--- config.mk ---
export PLATFORM = sky130hd
export DESIGN_NAME = id_ex_stage
export DESIGN_NICKNAME = d
export VERILOG_FILES = /design/src/rtl/id_ex_stage.sv
export SDC_FILE = /design/constraint.sdc
export NUM_CORES = 1
export LEC_CHECK = 0
export ABC_AREA = 1
export BUFFER_PORTS_ARGS = -buffer_cell sky130_fd_sc_hd__buf_2
export CORE_MARGIN = 2
export CORE_UTILIZATION = 47
export CTS_CLUSTER_DIAMETER = 50
export DETAILED_ROUTE_END_ITERATION = 16
export PLACE_DENSITY = 0.84
export SLEW_MARGIN = 20
export SYNTH_ARGS = -nofsm -noshare
export SYNTH_HDL_FRONTEND = slang
export SYNTH_SLANG_ARGS = --single-unit
export TNS_END_PERCENT = 1
--- constraint.sdc ---
create_clock -name clk -period 3.85 [get_ports clk]
set_clock_uncertainty 0.05 [all_clocks]
set_input_delay 0.385 -clock clk [delete_from_list [all_inputs] [get_ports clk]]
set_output_delay 0.385 -clock clk [all_outputs]
set_load 0.02 [all_outputs]
--- src/rtl/id_ex_stage.sv ---
// ID/EX pipeline register with the load-use hazard check and a saturating stall counter.
// Latency: every ID_Ex_* output follows its ID input by 1 cycle; Stall/PCWrite/IF_IdWrite are combinational.
// Backpressure: a load-use hazard holds PC and IF/ID for one cycle and loads a bubble; a flush overrides it.
module id_ex_stage #(
    parameter int DATA_W = 32,
    parameter int CNT_W  = 16
) (
    input  logic              clk,
    input  logic              rst,
    input  logic [4:0]        IF_Id_Rs,
    input  logic [4:0]        IF_Id_Rt,
    input  logic              IF_Id_UsesRt,
    input  logic [4:0]        Id_Rd,
    input  logic [DATA_W-1:0] Id_ReadData1,
    input  logic [DATA_W-1:0] Id_ReadData2,
    input  logic [DATA_W-1:0] Id_SignExt,
    input  logic              Id_Valid,
    input  logic              Id_RegWrite,
    input  logic              Id_MemtoReg,
    input  logic              Id_MemRead,
    input  logic              Id_MemWrite,
    input  logic              Id_ALUSrc,
    input  logic              Id_RegDst,
    input  logic [1:0]        Id_ALUOp,
    input  logic              Ex_Flush,
    output logic [4:0]        ID_Ex_Rs,
    output logic [4:0]        ID_Ex_Rt,
    output logic [4:0]        ID_Ex_Rd,
    output logic [DATA_W-1:0] ID_Ex_ReadData1,
    output logic [DATA_W-1:0] ID_Ex_ReadData2,
    output logic [DATA_W-1:0] ID_Ex_SignExt,
    output logic              ID_Ex_RegWrite,
    output logic              ID_Ex_MemtoReg,
    output logic              ID_Ex_MemRead,
    output logic              ID_Ex_MemWrite,
    output logic              ID_Ex_ALUSrc,
    output logic              ID_Ex_RegDst,
    output logic [1:0]        ID_Ex_ALUOp,
    output logic              ID_Ex_Valid,
    output logic              Stall,
    output logic              PCWrite,
    output logic              IF_IdWrite,
    output logic [CNT_W-1:0]  StallCount
);

    typedef struct packed {
        logic              valid;
        logic              regWrite;
        logic              memtoReg;
        logic              memRead;
        logic              memWrite;
        logic              aluSrc;
        logic              regDst;
        logic [1:0]        aluOp;
        logic [4:0]        rs;
        logic [4:0]        rt;
        logic [4:0]        rd;
        logic [DATA_W-1:0] readData1;
        logic [DATA_W-1:0] readData2;
        logic [DATA_W-1:0] signExt;
    } idExReg_t;

    idExReg_t         exReg;
    idExReg_t         exNext;
    logic             rtMatch;
    logic             loadBubble;
    logic [CNT_W-1:0] stallCnt;

    // Only the load's destination (Rt) is compared; $0 is never a real dependency.
    always_comb begin
        rtMatch = (exReg.rt == IF_Id_Rs) | (IF_Id_UsesRt & (exReg.rt == IF_Id_Rt));
        Stall   = ~Ex_Flush & exReg.valid & exReg.memRead & (exReg.rt != 5'd0) & Id_Valid & rtMatch;
    end

    assign PCWrite    = ~Stall;
    assign IF_IdWrite = ~Stall;
    assign loadBubble = Ex_Flush | Stall | ~Id_Valid;

    // A bubble zeroes the specifiers too so forwarding compares against $0 and never fires.
    always_comb begin
        exNext = '0;
        if (!loadBubble) begin
            exNext.valid     = 1'b1;
            exNext.regWrite  = Id_RegWrite;
            exNext.memtoReg  = Id_MemtoReg;
            exNext.memRead   = Id_MemRead;
            exNext.memWrite  = Id_MemWrite;
            exNext.aluSrc    = Id_ALUSrc;
            exNext.regDst    = Id_RegDst;
            exNext.aluOp     = Id_ALUOp;
            exNext.rs        = IF_Id_Rs;
            exNext.rt        = IF_Id_Rt;
            exNext.rd        = Id_Rd;
            exNext.readData1 = Id_ReadData1;
            exNext.readData2 = Id_ReadData2;
            exNext.signExt   = Id_SignExt;
        end
    end

    always_ff @(posedge clk) begin
        if (rst) begin
            exReg <= '0;
        end else begin
            exReg <= exNext;
        end
    end

    always_ff @(posedge clk) begin
        if (rst) begin
            stallCnt <= '0;
        end else if (Stall && (stallCnt != {CNT_W{1'b1}})) begin
            stallCnt <= stallCnt + 1'b1;
        end
    end

    assign ID_Ex_Rs        = exReg.rs;
    assign ID_Ex_Rt        = exReg.rt;
    assign ID_Ex_Rd        = exReg.rd;
    assign ID_Ex_ReadData1 = exReg.readData1;
    assign ID_Ex_ReadData2 = exReg.readData2;
    assign ID_Ex_SignExt   = exReg.signExt;
    assign ID_Ex_RegWrite  = exReg.regWrite;
    assign ID_Ex_MemtoReg  = exReg.memtoReg;
    assign ID_Ex_MemRead   = exReg.memRead;
    assign ID_Ex_MemWrite  = exReg.memWrite;
    assign ID_Ex_ALUSrc    = exReg.aluSrc;
    assign ID_Ex_RegDst    = exReg.regDst;
    assign ID_Ex_ALUOp     = exReg.aluOp;
    assign ID_Ex_Valid     = exReg.valid;
    assign StallCount      = stallCnt;

endmodule

==> qor.yml, run 1 <==
pwr:
  pwr_density_cell_nw_per_um2: 493.4
  design_power_total_uw: 3290
  max-vdd-ir-drop_mv: 0.3468
  leakage_uw: 0.003911
layout:
  final_area_sq_um: 6668
  layout.nets: 980
  syn_to_final_growth_pct: 41.20
  finish.utilization_pct: 68.22
  fill_cells: 820
  final_cells: 1001
  antenna_cells: 0
  multi_input_area_sq_um: 1291
  regArea_sq_um: 2723
  drive_gt1_share_pct: 36.75
worst_setup_path:
  crit_slowest_cell: "dfxtp_1"
  crit_start: "ID_Ex_Rt[3]"
  critical_path.max_fanout: 17
  crit_family: "simple AND/OR/NAND/NOR gates"
  start_kind: "register"
  endpoint_kind: "output port"
  timing_worst_setup_path_type: "register to output port"
  reg2reg_from: "ID_Ex_Rt[3]"
  worst-path-buf-inv: 3
  slowest_delay_ps: 420
  crit_arrival_ps: 1980
  path_cells: "inv_2 -> nand2_1 -> nand2_1 -> nor2_1 -> nand3_1 -> nand2_2 -> nand2_2 -> inv_1 -> buf_2"
  required_ps: 3410
route:
  wl_per_cell_microns: 11.59
  ant_nets: 0
  routed-via-count: 4322
  drt_wl_total_mm: 11.60
  drc: 0
  avgViaCountPerCell: 4.318
  first_pass_iters: 4
  drt_first_iter_violations: 115
placement:
  place_inst: 969
  portBuffers: 262
  placed_area_sq_um: 6063
  place_congestion: 0.8874
  place_hpwl_mm: 8.760
cts:
  clk_pin_slew_ps: 70
  clk_latency_ps: 500
  cts_hold_buf: 0
  cts_setup_buffers: 0
  htreeDepth: 4
  clockBufferDepth: 2
  numCtsBuffers: 17
  cts-resized-gates: 0
  root_buffer: "clkbuf_8"
  tritoncts: "built"
  cts_sinks: 136
job:
  cap_violations: 0
synthesis:
  synthCells: 591
  synth_top_cell_area_share_pct: 57.66
  synth.most_common_cell: "nor2_1"
  synth_area_sq_um: 4722
  synth_edf_count: 0
  synth_top_area_cell: "dfxtp_1"
  yosys-top-cells-area: "dfxtp_1 58%, nor2_1 11%, inv_1 11%"
  syn-num-nets: 716
  yosysWarnings: 0
  synth_flop_cell: "dfxtp_1"
  ys_seq_elements: 136
  postSynthAreaPerCell_sq_um: 7.990
  synth_cell_types: 26
  seq_area_frac_synth_pct: 57.66
  synthArstFlopShare_pct: 0
  synthTopCellsByCount: "142 x nor2_1, 139 x inv_1, 136 x dfxtp_1, 80 x nand2_1, 17 x nand4_1"
grt:
  grt_pass1_wl_mm: 18.33
  grt_usage_pct: 21.15
  grt_pass1_vias: 4091
  grt_max_degree: 53
  globalRouteOverflowTotal: 0
  antenna_found_initial: 0
floorplanning:
  die_w_microns: 104.2
  fp.dieArea_sq_um: 10860
  coreArea_sq_um: 9774
  initial_utilization_pct: 48.31
  io_pins: 263
  rows: 36
  dieHeight_microns: 104.2
sta:
  period_share_pct: 62.69
  rsz0062_at_grt: "no"
  max_slew_margin_pct: 61.08
  final-hold-violation-count: 0
  drv_slew: 0
  max_freq_mhz: 414.3
  tns_ps: 0
  max_slew.worst_pin.slew_ps: 582.7
  fin_crit_ps: 2414
  finalSetupViolCount: 0
hold_path:
  min_from: "Id_ReadData1[3]"
  hold_path.class: "input pin to register"
status:
  status: "finished clean"
[layout make-up]
| class | count | area share [%] |
|---|---|---|
| Sequential cell | 136 | 40.83 |
| Timing Repair Buffer | 264 | 20.08 |
| Multi-Input combinational cell | 291 | 19.37 |
| Inverter | 145 | 8.163 |
| Clock buffer | 18 | 6.418 |
| Clock inverter | 14 | 2.646 |
| Tap cell | 133 | 2.496 |
[state kept, by name, indices dropped and copies added (netlist names)]
signal / count
ID_Ex_RegWrite: 1
ID_Ex_ReadData2: 32
StallCount: 16
ID_Ex_ALUSrc: 1
ID_Ex_ReadData1: 32
ID_Ex_Rt: 5
ID_Ex_ALUOp: 2
ID_Ex_MemRead: 1
ID_Ex_Valid: 1
ID_Ex_Rd: 5
ID_Ex_MemtoReg: 1
ID_Ex_RegDst: 1
ID_Ex_Rs: 5
ID_Ex_SignExt: 32
ID_Ex_MemWrite: 1
[cell usage in the layout, fill, tap and decap left out, types with 6 or more instances in the layout]
cell,n
nand2_1,80
buf_2,262
nor2_2,9
a21oi_1,11
nand3_1,10
nor2_1,142
nand4_1,17
dfxtp_1,136
clkbuf_16,16
inv_2,6
inv_1,139
[where the power goes]
group          leakage [uW]  internal (uW)  switching (uW)
clock network      0.000297            971             652
registers           0.00111           1440            8.97
logic               0.00251           89.8             127
total               0.00391           2500             788
[final timing paths]
check                           depth (start not counted)                  to  slack, ps
worst max-delay path                                    9               Stall       1440
worst min-delay path                                    3  ID_Ex_ReadData1[3]         30
worst max register to register                          9   ID_Ex_SignExt[17]       1530
worst min register to register                          2      StallCount[15]        470
[layer usage]
layer | vias up | part of all wire [%] | GRT usage, %
li1 | 2229 | - | -
met1 | 1882 | 36 | 21.67
met2 | 182 | 52 | 37.36
met3 | 29 | 10 | 9.524
met4 | 0 | 2.4 | 8.784
met5 | - | 0 | 0
[metrics by stage]
stage | worst slack [ps] | hold WS, ps
2_1_floorplan | 2134 | 404.1
3_3_place_gp | 1494 | 447.0
3_5_place_dp | 1417 | 452.9
4_1_cts | 1425 | 7.675
5_1_grt | 1270 | 8.515
6_report | 1436 | 31.54
[worst min-delay path: cells and delay by family]
family,cells,cell delay [ps]
buffers and inverters,2,130
and+or+nand+nor,1,30
[cells by family after synthesis]
family,after synthesis,share of synthesized area (%)
AOI/OAI and AO/OA,14,1.510
and+or+nand+nor,269,24.09
DFF,136,57.66
buffers and inverters,164,15.18
xor gates and xnor gates,7,1.298
adders and majority gates,1,0.2649
(Power assumes the default switching activity.)
==> inputs of run 2 (changes only) <==
- CORE_UTILIZATION: 47 -> 40
- PLACE_DENSITY: 0.84 -> 0.76
- clock period: 3.85 -> 2 ns (I/O delays scaled with it)
==> run 2 against run 1 <==
Effect of this change: critical path depth increased by 3; global-route usage rose by 4.8 points; sequential share of layout area is 6.3 points lower; count of clock-buffer cells in the layout rose by 5; setup slack worse by 1300 ps; die area up 17%; highest routed layer unchanged.
==> qor.yml, run 2 (synthesized netlist as in run 1, its figures left out) <==
grt:
  grt_usage_pct: 25.93  # +4.8 points
  grtUsageMet1_pct: 24.47  # +2.8 points
  grt_pass1_vias: 5289  # +29%
  met2_usage_pct: 45.03  # +7.7 points
  antenna_found_initial: 1  # +1
  grt_pass1_wl_mm: 25.25  # +38%
  grtUsageMet3_pct: 11.34  # +1.8 points
  grt_max_degree: 45  # -15%
  busiest_layer: "met2"
  globalRouteOverflowTotal: 0  # unchanged
pwr:
  leakage_uw: 0.004429  # +13%
  pwr_density_cell_nw_per_um2: 783.7  # +59%
  max-vdd-ir-drop_mv: 0.7303  # +110%
route:
  drt_first_iter_violations: 312  # +170%
  routed-via-count: 5127  # +19%
  ant_nets: 0  # unchanged
  drt_wl_total_mm: 16.50  # +42%
  first_pass_iters: 4  # unchanged
  avgViaCountPerCell: 4.497  # +4.2%
  drc: 0  # unchanged
  wl_per_cell_microns: 14.47  # +25%
layout:
  layout.nets: 1109  # +13%
  drive_gt1_share_pct: 32.53  # -4.2 points
  syn_to_final_growth_pct: 67.01
  finish.utilization_pct: 68.77  # +0.56 points
  regArea_sq_um: 2723  # unchanged
  final_cells: 1140  # +14%
  fill_cells: 841  # +2.6%
  multi_input_area_sq_um: 1319  # +2.1%
  final_common_cell: "buf_2"
  final_area_sq_um: 7886  # +18%
  final_cell_mix: "262 x buf_2, 141 x nor2_1, 139 x inv_1"
placement:
  place_congestion: 0.8356  # -5.8%
  placed_area_sq_um: 6156  # +1.5%
  pre_cts_slack_ps: 176.2  # -1241 ps
  portBuffers: 262  # unchanged
  place_inst: 988  # +2.0%
  place_hpwl_mm: 9.149  # +4.4%
worst_setup_path:
  r2r-end: "ID_Ex_ReadData2[18]"
  crit_path_frequent_cell: "nand2_1"
  cp_num_cells: 12  # +3
  slowest_delay_ps: 540  # +120 ps
  path_cells: "dlygate4sd3_1 -> buf_2 -> inv_1 -> nand2_1 -> nand2_1 -> nor2_2 -> nand3_1 -> nand2_2 -> nand2_4 -> nand4_4 -> buf_12 -> nor2_1"
  worst-path-buf-inv: 4  # +1
  critical_path.max_fanout: 44  # +27
  endpoint_kind: "register"
  timing_worst_setup_path_type: "input pin to register"
  reg2reg_from: "ID_Ex_Rt[3]"
  worst_r2r_path_depth: 9  # unchanged
  crit_slowest_cell: "dlygate4sd3_1"
  start_kind: "input pin"
  rrSetupSlack_ps: 160  # -1370 ps
  crit_arrival_ps: 2180  # +200 ps
  crit_family: "buffers and inverters"
  crit_start: "IF_Id_Rt[3]"
  required_ps: 2280  # -1130 ps
  worstSetupEndpoint: "ID_Ex_ReadData2[18]"
floorplanning:
  rows: 39  # +8.3%
  fp.dieArea_sq_um: 12690  # +17%
  io_pins: 263  # unchanged
  dieHeight_microns: 112.7  # +8.1%
  die_w_microns: 112.7  # +8.1%
  coreArea_sq_um: 11470  # +17%
  initial_utilization_pct: 41.18  # -7.1 points
cts:
  htreeDepth: 4  # unchanged
  root_buffer: "clkbuf_16"
  cts_setup_buffers: 0  # unchanged
  clk_latency_ps: 430  # -70 ps
  clk_pin_slew_ps: 60  # about the same
  tritoncts: "built"
  numCtsBuffers: 17  # unchanged
  cts_sinks: 136  # unchanged
  clockBufferDepth: 2  # unchanged
sta:
  finalSetupViolCount: 0  # unchanged
  worst_slack_ps: 103.7  # -1333 ps
  fin_crit_ps: 1896
  max_slew_margin_pct: 74.07  # +13 points
  period_share_pct: 94.82
  final-hold-violation-count: 0  # unchanged
  max_slew.worst_pin.slew_ps: 388.1  # -194.6 ps
  drv_slew: 0  # unchanged
  max_freq_mhz: 527.3
hold_path:
  hold_path.class: "input pin to register"
job:
  cap_violations: 0  # unchanged
status:
  status: "finished clean"
-- run 2: where the power goes --
part | switching [uW] | total [uW] | internal, uW
combinational | 313 | 644 | 331
clock | 1140 | 2740 | 1600
sequential | 21.7 | 2800 | 2780
-- run 2: layer usage --
metal  wire length (microns)  part of all wire (%)  vias to the layer above
li1                        -                     -                     2489
met1                    5618                    34                     2299
met2                    8373                    51                      260
met3                    1550                   9.4                       79
met4                     955                   5.8                        0
met5                       0                     0                        -
-- run 2: area by class of cell --
| class | instances | area share, % |
|---|---|---|
| flip-flops and latches | 136 | 34.52 |
| repair buffers | 392 | 33.10 |
| multi-input cells | 292 | 16.72 |
| inverters | 145 | 6.901 |
| clock buffers | 23 | 5.807 |
| well taps | 143 | 2.269 |
| clock inverters | 8 | 0.6505 |
| diodes | 1 | 0.03173 |
-- run 2: worst reg2reg max path: cells and delay by family (launching register included) --
family	cells	cell delay, ps
flops	1	420
simple gates	8	980
buf+inv	1	280
-- run 2: per-stage QoR --
step | TNS, ps | hold WS, ps | power [uW]
final | 0 | 73.82 | 6181
after global routing | -2.688 | 68.03 | 6392
after CTS | 0 | 49.83 | 6185
after detailed placement | 0 | 368.0 | 3277
after global placement | 0 | 362.5 | 3271
after floorplan | 0 | 219.1 | 3074
-- run 2: how the worst min path moves through the flow --
stage / startpoint / endpoint / slack [ps] / cells past startpoint
2_1_floorplan: rst / StallCount[15] / 220 / 1
3_3_place_gp: Id_SignExt[22] / ID_Ex_SignExt[22] / 360 / 3
3_5_place_dp: Id_ReadData2[0] / ID_Ex_ReadData2[0] / 370 / 3
4_1_cts: rst / StallCount[9] / 50 / 2
5_1_grt: rst / StallCount[7] / 70 / 2
6_report: rst / StallCount[13] / 70 / 2
-- run 2: what timing repair did --
| action | in CTS | in global routing |
|---|---|---|
| resized for setup | 0 | 3 |
| hold endpoints to repair | 119 | 0 |
| hold buffers | 119 | 0 |
| endpoints found under the setup margin | 0 | 111 |
